**src/rtl/selectmap_cfg_master.sv**
```systemverilog
// ============================================================================
// Module   : selectmap_cfg_master
// Purpose  : SelectMAP (8-bit, write-only) configuration master. Pulses
//            PROG_B, waits for INIT_B, streams bitstream bytes on SMAP_D
//            under a divided CCLK and runs startup clocks until DONE.
// Revision : 1.0 - initial release
// ----------------------------------------------------------------------------
// Parameters
//   CCLK_DIV          CLK cycles per CCLK half-period (2..255)
//   PROG_PULSE_CYCLES PROG_B low time in CLK cycles
//   INIT_TIMEOUT      max CLK cycles waiting for INIT_B high
//   DONE_TIMEOUT      max CCLK rising edges in STARTUP before error
// Ports
//   clk, rst_b                 clock, asynchronous active-low reset
//   start                      one-cycle pulse, begins configuration
//   data_in/valid/last/ready   bitstream byte stream (valid/ready handshake)
//   prog_b                     FPGA PROG_B (active low)
//   init_b, fpga_busy_b,
//   fpga_done                  FPGA status inputs (asynchronous)
//   cclk, fpga_cs_b,
//   fpga_rdwr_b, smap_d        SelectMAP bus
//   cfg_done, cfg_err,
//   err_code                   status: 1=INIT timeout, 2=DONE timeout,
//                              3=INIT_B low during LOAD
// Build option
//   SMAP_BITSWAP_EN            when defined, smap_d[i] = data_in[7-i]
// ============================================================================
`default_nettype none

module selectmap_cfg_master #(
  parameter int CCLK_DIV          = 2,
  parameter int PROG_PULSE_CYCLES = 64,
  parameter int INIT_TIMEOUT      = 65535,
  parameter int DONE_TIMEOUT      = 4096
) (
  input  logic       clk,
  input  logic       rst_b,
  input  logic       start,
  input  logic [7:0] data_in,
  input  logic       data_valid,
  input  logic       data_last,
  output logic       data_ready,
  output logic       prog_b,
  input  logic       init_b,
  input  logic       fpga_busy_b,
  input  logic       fpga_done,
  output logic       cclk,
  output logic       fpga_cs_b,
  output logic       fpga_rdwr_b,
  output logic [7:0] smap_d,
  output logic       cfg_done,
  output logic       cfg_err,
  output logic [1:0] err_code
);

  localparam int c_WAIT_MAX = (PROG_PULSE_CYCLES > INIT_TIMEOUT) ? PROG_PULSE_CYCLES : INIT_TIMEOUT;
  localparam int c_WAIT_W   = $clog2(c_WAIT_MAX + 1);
  localparam int c_DIV_W    = $clog2(CCLK_DIV);
  localparam int c_EDGE_W   = $clog2(DONE_TIMEOUT + 1);

  localparam logic [c_WAIT_W-1:0] c_PROG_LAST = c_WAIT_W'(PROG_PULSE_CYCLES - 1);
  localparam logic [c_WAIT_W-1:0] c_INIT_LAST = c_WAIT_W'(INIT_TIMEOUT - 1);
  localparam logic [c_DIV_W-1:0]  c_DIV_LAST  = c_DIV_W'(CCLK_DIV - 1);
  localparam logic [c_EDGE_W-1:0] c_EDGE_MAX  = c_EDGE_W'(DONE_TIMEOUT);
  localparam logic [3:0]          c_POST_EDGES = 4'd8;

  typedef enum logic [2:0] {
    IDLE      = 3'd0,
    PROG      = 3'd1,
    INIT_WAIT = 3'd2,
    LOAD      = 3'd3,
    STARTUP   = 3'd4,
    DONE_ST   = 3'd5,
    ERR_ST    = 3'd6
  } state_t;

  state_t r_state, w_next;
  logic [1:0] w_next_code;

  // Two-flop synchronizers; _B inputs idle high, DONE idles low.
  logic r_init_s1, r_init_s2, r_busy_s1, r_busy_s2, r_done_s1, r_done_s2;

  always_ff @(posedge clk or negedge rst_b) begin
    if (!rst_b) begin
      r_init_s1 <= 1'b1; r_init_s2 <= 1'b1;
      r_busy_s1 <= 1'b1; r_busy_s2 <= 1'b1;
      r_done_s1 <= 1'b0; r_done_s2 <= 1'b0;
    end else begin
      r_init_s1 <= init_b;      r_init_s2 <= r_init_s1;
      r_busy_s1 <= fpga_busy_b; r_busy_s2 <= r_busy_s1;
      r_done_s1 <= fpga_done;   r_done_s2 <= r_done_s1;
    end
  end

  logic [c_WAIT_W-1:0] r_wait_cnt;
  logic [c_DIV_W-1:0]  r_div_cnt;
  logic [c_EDGE_W-1:0] r_edge_cnt;
  logic [3:0]          r_post_cnt;
  logic                r_done_seen;
  logic                r_cclk, r_cs_b, r_prog_b;
  logic [7:0]          r_smap_d;
  logic                r_byte_valid, r_byte_last, r_last_taken;
  logic                r_cfg_done, r_cfg_err;
  logic [1:0]          r_err_code;
  logic [7:0]          w_data_ordered;

`ifdef SMAP_BITSWAP_EN
  generate
    for (genvar i = 0; i < 8; i++) begin : g_bitswap
      assign w_data_ordered[i] = data_in[7-i];
    end
  endgenerate
`else
  assign w_data_ordered = data_in;
`endif

  // CCLK phase events. The divider holds at its terminal count while
  // stalled, so w_tick stays asserted until a byte arrives.
  logic w_tick, w_fall, w_rise, w_load_err, w_accept, w_consume, w_done_now;

  assign w_tick     = (r_div_cnt == c_DIV_LAST);
  assign w_fall     = w_tick && r_cclk;
  assign w_load_err = (r_state == LOAD) && !r_init_s2;
  assign w_rise     = w_tick && !r_cclk &&
                      ((r_state == STARTUP) ||
                       ((r_state == LOAD) && r_byte_valid && !w_load_err));
  assign data_ready = (r_state == LOAD) && !w_load_err && !r_byte_valid &&
                      !r_last_taken && w_tick;
  assign w_accept   = data_ready && data_valid;
  assign w_consume  = (r_state == LOAD) && w_rise && !r_cs_b && r_busy_s2;
  assign w_done_now = r_done_seen || r_done_s2;

  always_ff @(posedge clk or negedge rst_b) begin
    if (!rst_b) r_state <= IDLE;
    else        r_state <= w_next;
  end

  // Phase changes that affect the bus (LOAD->STARTUP, STARTUP->DONE/ERR)
  // happen on a CCLK falling slot so CS_B never moves with a rising edge.
  always_comb begin
    w_next      = r_state;
    w_next_code = 2'd0;
    case (r_state)
      IDLE, DONE_ST, ERR_ST: if (start) w_next = PROG;
      PROG:      if (r_wait_cnt == c_PROG_LAST) w_next = INIT_WAIT;
      INIT_WAIT: begin
        if (r_init_s2) w_next = LOAD;
        else if (r_wait_cnt == c_INIT_LAST) begin
          w_next      = ERR_ST;
          w_next_code = 2'd1;
        end
      end
      LOAD: begin
        if (w_load_err) begin
          w_next      = ERR_ST;
          w_next_code = 2'd3;
        end else if (w_fall && r_last_taken) begin
          w_next = STARTUP;
        end
      end
      STARTUP: begin
        if (w_fall) begin
          if (r_post_cnt == c_POST_EDGES) w_next = DONE_ST;
          else if (!w_done_now && (r_edge_cnt >= c_EDGE_MAX)) begin
            w_next      = ERR_ST;
            w_next_code = 2'd2;
          end
        end
      end
      default: w_next = IDLE;
    endcase
  end

  always_ff @(posedge clk or negedge rst_b) begin
    if (!rst_b) begin
      r_wait_cnt   <= '0;
      r_div_cnt    <= '0;
      r_edge_cnt   <= '0;
      r_post_cnt   <= '0;
      r_done_seen  <= 1'b0;
      r_cclk       <= 1'b0;
      r_cs_b       <= 1'b1;
      r_prog_b     <= 1'b1;
      r_smap_d     <= 8'hFF;
      r_byte_valid <= 1'b0;
      r_byte_last  <= 1'b0;
      r_last_taken <= 1'b0;
      r_cfg_done   <= 1'b0;
      r_cfg_err    <= 1'b0;
      r_err_code   <= 2'd0;
    end else begin
      r_prog_b <= (w_next != PROG);
      r_cs_b   <= (w_next != LOAD);

      if ((w_next != r_state) || !((r_state == PROG) || (r_state == INIT_WAIT)))
        r_wait_cnt <= '0;
      else
        r_wait_cnt <= r_wait_cnt + 1'b1;

      if ((w_next == LOAD) || (w_next == STARTUP)) begin
        if (w_tick) begin
          if (r_cclk) begin
            r_cclk    <= 1'b0;
            r_div_cnt <= '0;
          end else if (w_rise) begin
            r_cclk    <= 1'b1;
            r_div_cnt <= '0;
          end else if (w_accept) begin
            // Byte arrived during a stall: give it a full low half-period.
            r_div_cnt <= '0;
          end
        end else begin
          r_div_cnt <= r_div_cnt + 1'b1;
        end
      end else begin
        r_cclk    <= 1'b0;
        r_div_cnt <= '0;
      end

      if (w_next != LOAD) begin
        r_byte_valid <= 1'b0;
        r_byte_last  <= 1'b0;
        r_last_taken <= 1'b0;
        r_smap_d     <= 8'hFF;
      end else if (w_accept) begin
        r_byte_valid <= 1'b1;
        r_byte_last  <= data_last;
        r_smap_d     <= w_data_ordered;
      end else if (w_consume) begin
        r_byte_valid <= 1'b0;
        if (r_byte_last) r_last_taken <= 1'b1;
      end

      if (r_state == STARTUP) begin
        if (r_done_s2) r_done_seen <= 1'b1;
        if (w_rise) begin
          if (r_edge_cnt != c_EDGE_MAX) r_edge_cnt <= r_edge_cnt + 1'b1;
          if (w_done_now && (r_post_cnt != c_POST_EDGES)) r_post_cnt <= r_post_cnt + 1'b1;
        end
      end else begin
        r_edge_cnt  <= '0;
        r_post_cnt  <= '0;
        r_done_seen <= 1'b0;
      end

      if ((r_state inside {IDLE, DONE_ST, ERR_ST}) && (w_next == PROG)) begin
        r_cfg_done <= 1'b0;
        r_cfg_err  <= 1'b0;
        r_err_code <= 2'd0;
      end else if ((r_state == STARTUP) && (w_next == DONE_ST)) begin
        r_cfg_done <= 1'b1;
      end else if ((r_state != ERR_ST) && (w_next == ERR_ST)) begin
        r_cfg_err  <= 1'b1;
        r_err_code <= w_next_code;
      end
    end
  end

  assign prog_b      = r_prog_b;
  assign cclk        = r_cclk;
  assign fpga_cs_b   = r_cs_b;
  assign fpga_rdwr_b = 1'b0;
  assign smap_d      = r_smap_d;
  assign cfg_done    = r_cfg_done;
  assign cfg_err     = r_cfg_err;
  assign err_code    = r_err_code;

endmodule

`default_nettype wire

```
**config.mk**
```make
export PLATFORM = sky130hd
export DESIGN_NAME = selectmap_cfg_master
export DESIGN_NICKNAME = d
export VERILOG_FILES = /design/src/rtl/selectmap_cfg_master.sv
export SDC_FILE = /design/constraint.sdc
export NUM_CORES = 1
export LEC_CHECK = 0
export CAP_MARGIN = 0
export CORE_ASPECT_RATIO = 1.25
export CORE_MARGIN = 1
export CORE_UTILIZATION = 40
export DETAILED_ROUTE_END_ITERATION = 10
export HOLD_SLACK_MARGIN = 0.05
export PLACE_DENSITY = 0.71
export SLEW_MARGIN = 40
export SYNTH_ARGS = -nofsm -noshare
export SYNTH_HDL_FRONTEND = slang
export SYNTH_SLANG_ARGS = --single-unit
```
**constraint.sdc**
```tcl
create_clock -name clk -period 2.8 [get_ports clk]
set_clock_uncertainty 0.1 [all_clocks]
set_input_delay 0.56 -clock clk [delete_from_list [all_inputs] [get_ports clk]]
set_output_delay 0.56 -clock clk [all_outputs]
set_load 0.01 [all_outputs]
```
==> impl_metrics.yaml, run 1 <==
run_status:
  status: "finished, final reports clean"
timing:
  drv_slew: 0
  fin_crit_sh_pct: 96.5
  fin_crit_ns: 2.70
  rsz0062_at_grt: "true"
  tns_ns: 0
  hold_viol_final: 0
  relSlewSlack_pct: 61.1
  fin_hold_ws_ns: 0.116
  setup_viol: 0
  worst_slew_pin_slew_ns: 0.581
  fmax_ghz: 0.370
clock_network:
  cts_root_buffer: "clkbuf_8"
  numCtsBuffers: 9
  clkTransAtPathRegs_ns: 0.07
  clk_path_buf_depth: 2
  cts-hold-fix-buffers: 0
  cts_tree: "yes"
  worstSkewPairLatency_ns: 0.34
  cts_num_sinks: 62
  ctsHtreeMaxLevel: 3
worst_setup_path:
  path_max_fanout: 8
  cp.arrival_ns: 2.04
  reg2reg_depth: 8
  worstSetupPathType: "reg2out"
  startpoint_type: "flip-flop"
  crit_path_end_kind: "primary output"
  cp.required_ns: 2.14
grt:
  grt_antenna_before_repair: 0
  grt_pass1_vias: 2387
  grt_use_total_pct: 17.2
  grt_pass1_wl_mm: 10.7
  grt_max_degree: 63
  gr-total-overflow: 0
drt:
  highest_layer: "met4"
  wl_per_cell_um: 13.6
  via_per_inst: 5.17
  drc: 0
  route.met3.wl_um: 194
  drt-met1-wl_mm: 2.67
  wl_met2_mm: 2.96
  first_pass_iters: 4
  drt-initial-drc-count: 51
  wl_mm: 6.02
  vias: 2291
  drtAntennaViolNets: 0
yosys:
  syn_area_sq_mm: 0.00311
  async_reset_ff_share_pct: 100
  syn_area_per_cell_sq_um: 10.1
  synth.distinct_cells: 51
  yosysTopAreaCellShare_pct: 38.7
  synthCells: 309
  synth.most_common_cell: "nor2_1"
  synth_top_cell_by_area: "dfrtp_1"
  ys.flop_type: "dfrtp_1"
  synth_edf_count: 0
  yosysWarnings: 0
  synth-seq-cells: 62
  synth_area_leaders: "dfrtp_1 39%, dfstp_2 12%, nor2_1 6.5%, xor2_1 5.1%, nor2_4 2.9%"
  syn-num-nets: 331
  synthTopCellsByCount: "54 x nor2_1, 48 x dfrtp_1, 18 x xor2_1"
  synth-seq-area-share_pct: 50.5
finish:
  register_area_sq_mm: 0.00157
  final_cells: 443
  antennaDiodeCount: 0
  fin_area_sq_mm: 0.00375
  nNetsFinal: 368
  multi_input_area_sq_mm: 0.00141
  layout-drive-gt1-share_pct: 16.5
  fillers: 685
  area_delta_synth_final_pct: 20.8
floorplanning:
  std_cell_rows: 35
  core_area_sq_mm: 0.00744
  die_h_um: 101
  die_x_um: 80.8
  dieArea_sq_mm: 0.00813
  pin_count: 33
  start_util_pct: 41.7
place:
  placed_cell_area_sq_mm: 0.00350
  io_buffers: 31
  dpl.hpwl_mm: 4.18
  dp_cells: 427
  gp_congestion: 0.829
flow_run:
  maxCapViolations: 0
power:
  p_leak_nw: 1.59
  p_total_w: 0.00206
  max-vdd-ir-drop_mv: 0.429
  power_density_mw_per_mm2: 550
hold_path:
  hold_path.class: "in2async"
## path summary, 6_finish.rpt
| check | end | from | slack [ns] |
|---|---|---|---|
| max | data_ready | r_init_s2$_DFF_PN1_ | 0.1 |
| min | r_edge_cnt[3]$_DFFE_PN0P_ | rst_b | 0.12 |
| min in group clk | r_busy_s2$_DFF_PN1_ | r_busy_s1$_DFF_PN1_ | 0.25 |
| max reg2reg | r_byte_valid$_DFFE_PN0P_ | r_wait_cnt[0]$_DFF_PN0_ | 0.34 |
| min reg2reg | r_busy_s2$_DFF_PN1_ | r_busy_s1$_DFF_PN1_ | 0.25 |
| max in group asynchronous | r_init_s1$_DFF_PN1_ | rst_b | 2.17 |
## repair_timing
action | 4_1_cts | 5_1_grt
gates resized for setup | 1 | 2
buffers inserted | 0 | 0
cloned | 0 | 0
endpoints found under the setup margin | 1 | 2
## state kept, by name (all words and copies together), names as in the netlist, 2 cells and up
| name | flops |
|---|---|
| r_edge_cnt | 13 |
| r_state | 3 |
| smap_d | 8 |
| err_code | 2 |
| r_post_cnt | 4 |
| r_wait_cnt | 16 |
## critical path, stage by stage, from the launching register on
cell and delay [ns]:
dfstp_2 0.61, nand4b_1 0.23, nor4_4 0.26, clkdlybuf4s50_1 0.60
## where the power goes
part / switching [W] / internal, W / total (W)
Clock: 0.000354 / 0.000549 / 0.000903
Sequential: 0.0000517 / 0.000942 / 0.000994
Combinational: 0.0000833 / 0.0000828 / 0.000166
## per-stage QoR
stage	worst slack [ns]	util [%]
floorplan	0.521	-
global placement	0.0607	47.1
detailed placement	0.0175	47.1
CTS	0.0548	50.3
global route	-0.0218	50.4
finish	0.0969	50.4
## routing by layer
layer  track usage [%]  vias up
met5                 0        -
met4              9.62        0
met3              3.62       16
met2              28.0       48
met1              20.9     1113
li1                  -     1114
## cell families after synthesis
| kind of cell | after synthesis | synth area share, % |
|---|---|---|
| AOI/OAI and AO/OA | 36 | 7.41 |
| and+or+nand+nor | 148 | 26.1 |
| DFF | 62 | 50.5 |
| other | 1 | 0.121 |
| muxes | 3 | 0.967 |
| adders and majority gates | 6 | 2.42 |
| buffers and inverters | 25 | 4.55 |
| xor gates and xnor gates | 28 | 7.89 |
## area by class of cell
cell class                      instances  share of cell area (%)
Sequential cell                        62                    41.8
Multi-Input combinational cell        222                    37.6
Timing Repair Buffer                   39                    10.1
Clock buffer                           11                    4.03
Tap cell                               92                    3.07
Clock inverter                          5                    2.17
Inverter                               12                    1.20
## cell usage in the layout, fill, tap and decap left out, types with 2 or more instances in the layout
cell type,instances
xnor2_1,10
nand2_1,17
nand4_1,7
and4_1,2
o211a_1,3
a31oi_1,2
nor3b_1,5
o21a_1,3
clkdlybuf4s50_1,30
inv_1,11
or3_1,3
xor2_1,18
nor2_1,54
mux2i_1,3
a211oi_1,2
clkbuf_8,11
nor2_4,8
dfstp_2,14
ha_1,6
a21oi_1,15
nor3_1,3
and3_1,10
nand2b_1,2
buf_4,7
nor4_1,4
a21o_1,2
nor2_2,2
bufinv_16,2
and2_1,3
nor2b_1,3
o21ai_0,4
nand3b_1,2
nor4b_1,2
dfrtp_1,48
nand3_1,12
Power figures use the tool's default switching activity.
==> inputs of run 2 (changes only) <==
--- a/config.mk
+++ b/config.mk
@@ -7,7 +7,7 @@
 export LEC_CHECK = 0
 export CAP_MARGIN = 0
 export CORE_ASPECT_RATIO = 1.25
-export CORE_MARGIN = 1
+export CORE_MARGIN = 8
 export CORE_UTILIZATION = 40
 export DETAILED_ROUTE_END_ITERATION = 10
 export HOLD_SLACK_MARGIN = 0.05
==> run 2 against run 1 <==
Clock power shrank 23%. Sequential share of layout area grew 0.37 points. Combinational power is essentially flat. Largest cell class unchanged. First-iteration DRC count grew 45%. Sequential power is essentially flat.
==> impl_metrics.yaml, run 2 (same netlist as run 1, synthesis figures left out) <==
drt:
  wl_per_cell_um: 14.0
  wl_mm: 6.28
  drt-initial-drc-count: 74
  drc: 0
  via_per_inst: 5.08
  first_pass_iters: 4
  drtAntennaViolNets: 0
  vias: 2286
run_status:
  status: "finished, final reports clean"
place:
  gp_congestion: 0.797
  io_buffers: 31
  dp_slack_ns: 0.0267
  placed_cell_area_sq_mm: 0.00350
  dpl.hpwl_mm: 4.51
grt:
  gr-total-overflow: 0
  grt_antenna_before_repair: 0
  grt_pass1_wl_mm: 11.1
  grt_use_total_pct: 12.9
  grt_max_degree: 29
  grt_pass1_vias: 2395
finish:
  largest_reg_flops: 16
  fin_area_sq_mm: 0.00372
  antennaDiodeCount: 0
  nNetsFinal: 372
  top_register: "r_wait_cnt"
  final_common_cell: "nor2_1"
  mostFrequentLayoutCells: "54 x nor2_1, 48 x dfrtp_1, 29 x clkdlybuf4s50_1, 18 x xor2_1, 17 x nand2_1"
  fillers: 755
  area_delta_synth_final_pct: 19.7
  multi_input_area_sq_mm: 0.00141
  layout-drive-gt1-share_pct: 16.9
  register_area_sq_mm: 0.00157
clock_network:
  ctsHtreeMaxLevel: 3
  clkTransAtPathRegs_ns: 0.07
  numCtsBuffers: 9
  clk_path_buf_depth: 2
  cts_tree: "yes"
  worstSkewPairLatency_ns: 0.34
  cts_num_sinks: 62
  cts_root_buffer: "clkbuf_8"
floorplanning:
  die_x_um: 94.8
  std_cell_rows: 36
  die_h_um: 115
  dieArea_sq_mm: 0.0109
  pin_count: 33
  start_util_pct: 40.6
  core_area_sq_mm: 0.00766
worst_setup_path:
  path_max_fanout: 10
  cp.arrival_ns: 2.65
  cp.required_ns: 2.94
  slowest_delay_ns: 0.50
  cp_cell_sequence: "nor3b_1 -> nand4_1 -> nor3b_1 -> o211ai_1 -> and2_1 -> inv_2 -> a211oi_1"
  startpoint_type: "flip-flop"
  worstSetupPathType: "reg2reg"
  crit_slowest_cell: "dfrtp_1"
  reg2reg_depth: 7
  crit_path_end_kind: "flip-flop"
  cpMostUsedCell: "nor3b_1"
hold_path:
  hold_path.class: "reg2reg"
  hold_path_depth: 0
power:
  internal-power_w: 0.00136
  combPwrFrac_pct: 9.0
  switchingPower_w: 0.000489
  clockPowerShare_pct: 37.4
  seq_power_share_pct: 53.6
  max-vdd-ir-drop_mv: 0.301
  p_leak_nw: 1.59
  p_sw_share_pct: 26.4
  power_density_mw_per_mm2: 498
timing:
  drv_slew: 0
  finalWorstSetupSlack_ns: 0.294
  worst_slew_pin_slew_ns: 0.578
  rsz0062_at_grt: "false"
  fin_crit_sh_pct: 89.5
  hold_viol_final: 0
  relSlewSlack_pct: 61.3
  setup_viol: 0
  fin_crit_ns: 2.51
  fmax_ghz: 0.399
  tns_ns: 0
flow_run:
  maxCapViolations: 0
run 2: changes by cell type in the layout (fill, tap and decap cells not counted), moves of 2 or more:
cell        delta
bufinv_16      -2
buf_4          +4
clkinv_2       +2
clkinvlp_4     +2
run 2: power groups by stage:
stage               Sequential (W)  Combinational, W  Clock [W]
CTS                       0.000994          0.000170   0.000715
floorplan                 0.000995          0.000112          0
detailed placement         0.00101          0.000168          0
finish                    0.000994          0.000166   0.000693
global route               0.00100          0.000191   0.000764
global placement           0.00101          0.000162          0
run 2: cell type report:
class	count	area share (%)
inverter	12	1.21
clock inverter	6	1.01
multi-input combinational	222	37.9
sequential	62	42.2
timing repair buffer	43	10.8
tap	95	3.20
clock buffer	10	3.70
run 2: worst max-delay path, delay by kind of cell (launching register included):
| kind | cells | cell delay [ns] |
|---|---|---|
| AO/OA/AOI/OAI | 2 | 0.33 |
| buffers and inverters | 1 | 0.13 |
| flip-flops | 1 | 0.50 |
| AND/OR/NAND/NOR | 4 | 1.35 |
run 2: final timing paths:
check / endpoint / startpoint / slack (ns)
setup / recovery: r_byte_valid$_DFFE_PN0P_ / r_state[1]$_DFF_PN0_ / 0.29
hold / removal: r_done_s2$_DFF_PN0_ / r_done_s1$_DFF_PN0_ / 0.25
setup reg to reg: r_byte_valid$_DFFE_PN0P_ / r_state[1]$_DFF_PN0_ / 0.29
hold reg to reg: r_done_s2$_DFF_PN0_ / r_done_s1$_DFF_PN0_ / 0.25
max in group asynchronous: smap_d[6]$_DFFE_PN1P_ / rst_b / 1.34
min in group asynchronous: r_post_cnt[1]$_DFFE_PN0P_ / rst_b / 0.55
run 2: repair_timing:
item	in CTS	in global routing
resized for setup	1	2
endpoints found under the setup margin	1	1
endpoints found under the hold margin	11	0
pin swaps	0	1
hold buffers	1	0
buffers inserted	0	2
run 2: through the flow:
stage	hold WS [ns]	utilization [%]	total power, W	std cells
finish	0.251	48.6	0.00185	450
global route	0.259	48.6	0.00196	450
CTS	0.253	48.2	0.00188	448
detailed placement	0.237	45.7	0.00118	431
global placement	0.237	45.7	0.00117	431
floorplan	0.164	-	0.00111	309
run 2: per-layer routing:
metal | track usage, % | vias to the layer above | share of wire [%]
met5 | 0 | - | 0
met4 | 4.91 | 0 | 1.4
met3 | 4.92 | 10 | 5.1
met2 | 20.0 | 46 | 50
met1 | 15.8 | 1106 | 44
li1 | - | 1124 | -
==> inputs of run 3 (changes only) <==
--- a/config.mk
+++ b/config.mk
@@ -9,6 +9,7 @@
 export CORE_ASPECT_RATIO = 1.25
 export CORE_MARGIN = 8
 export CORE_UTILIZATION = 40
+export CTS_CLUSTER_SIZE = 14
 export DETAILED_ROUTE_END_ITERATION = 10
 export HOLD_SLACK_MARGIN = 0.05
 export PLACE_DENSITY = 0.71
==> results of run 3 <==
No change in the layout: final DEF, timing and power equal those of run 2.
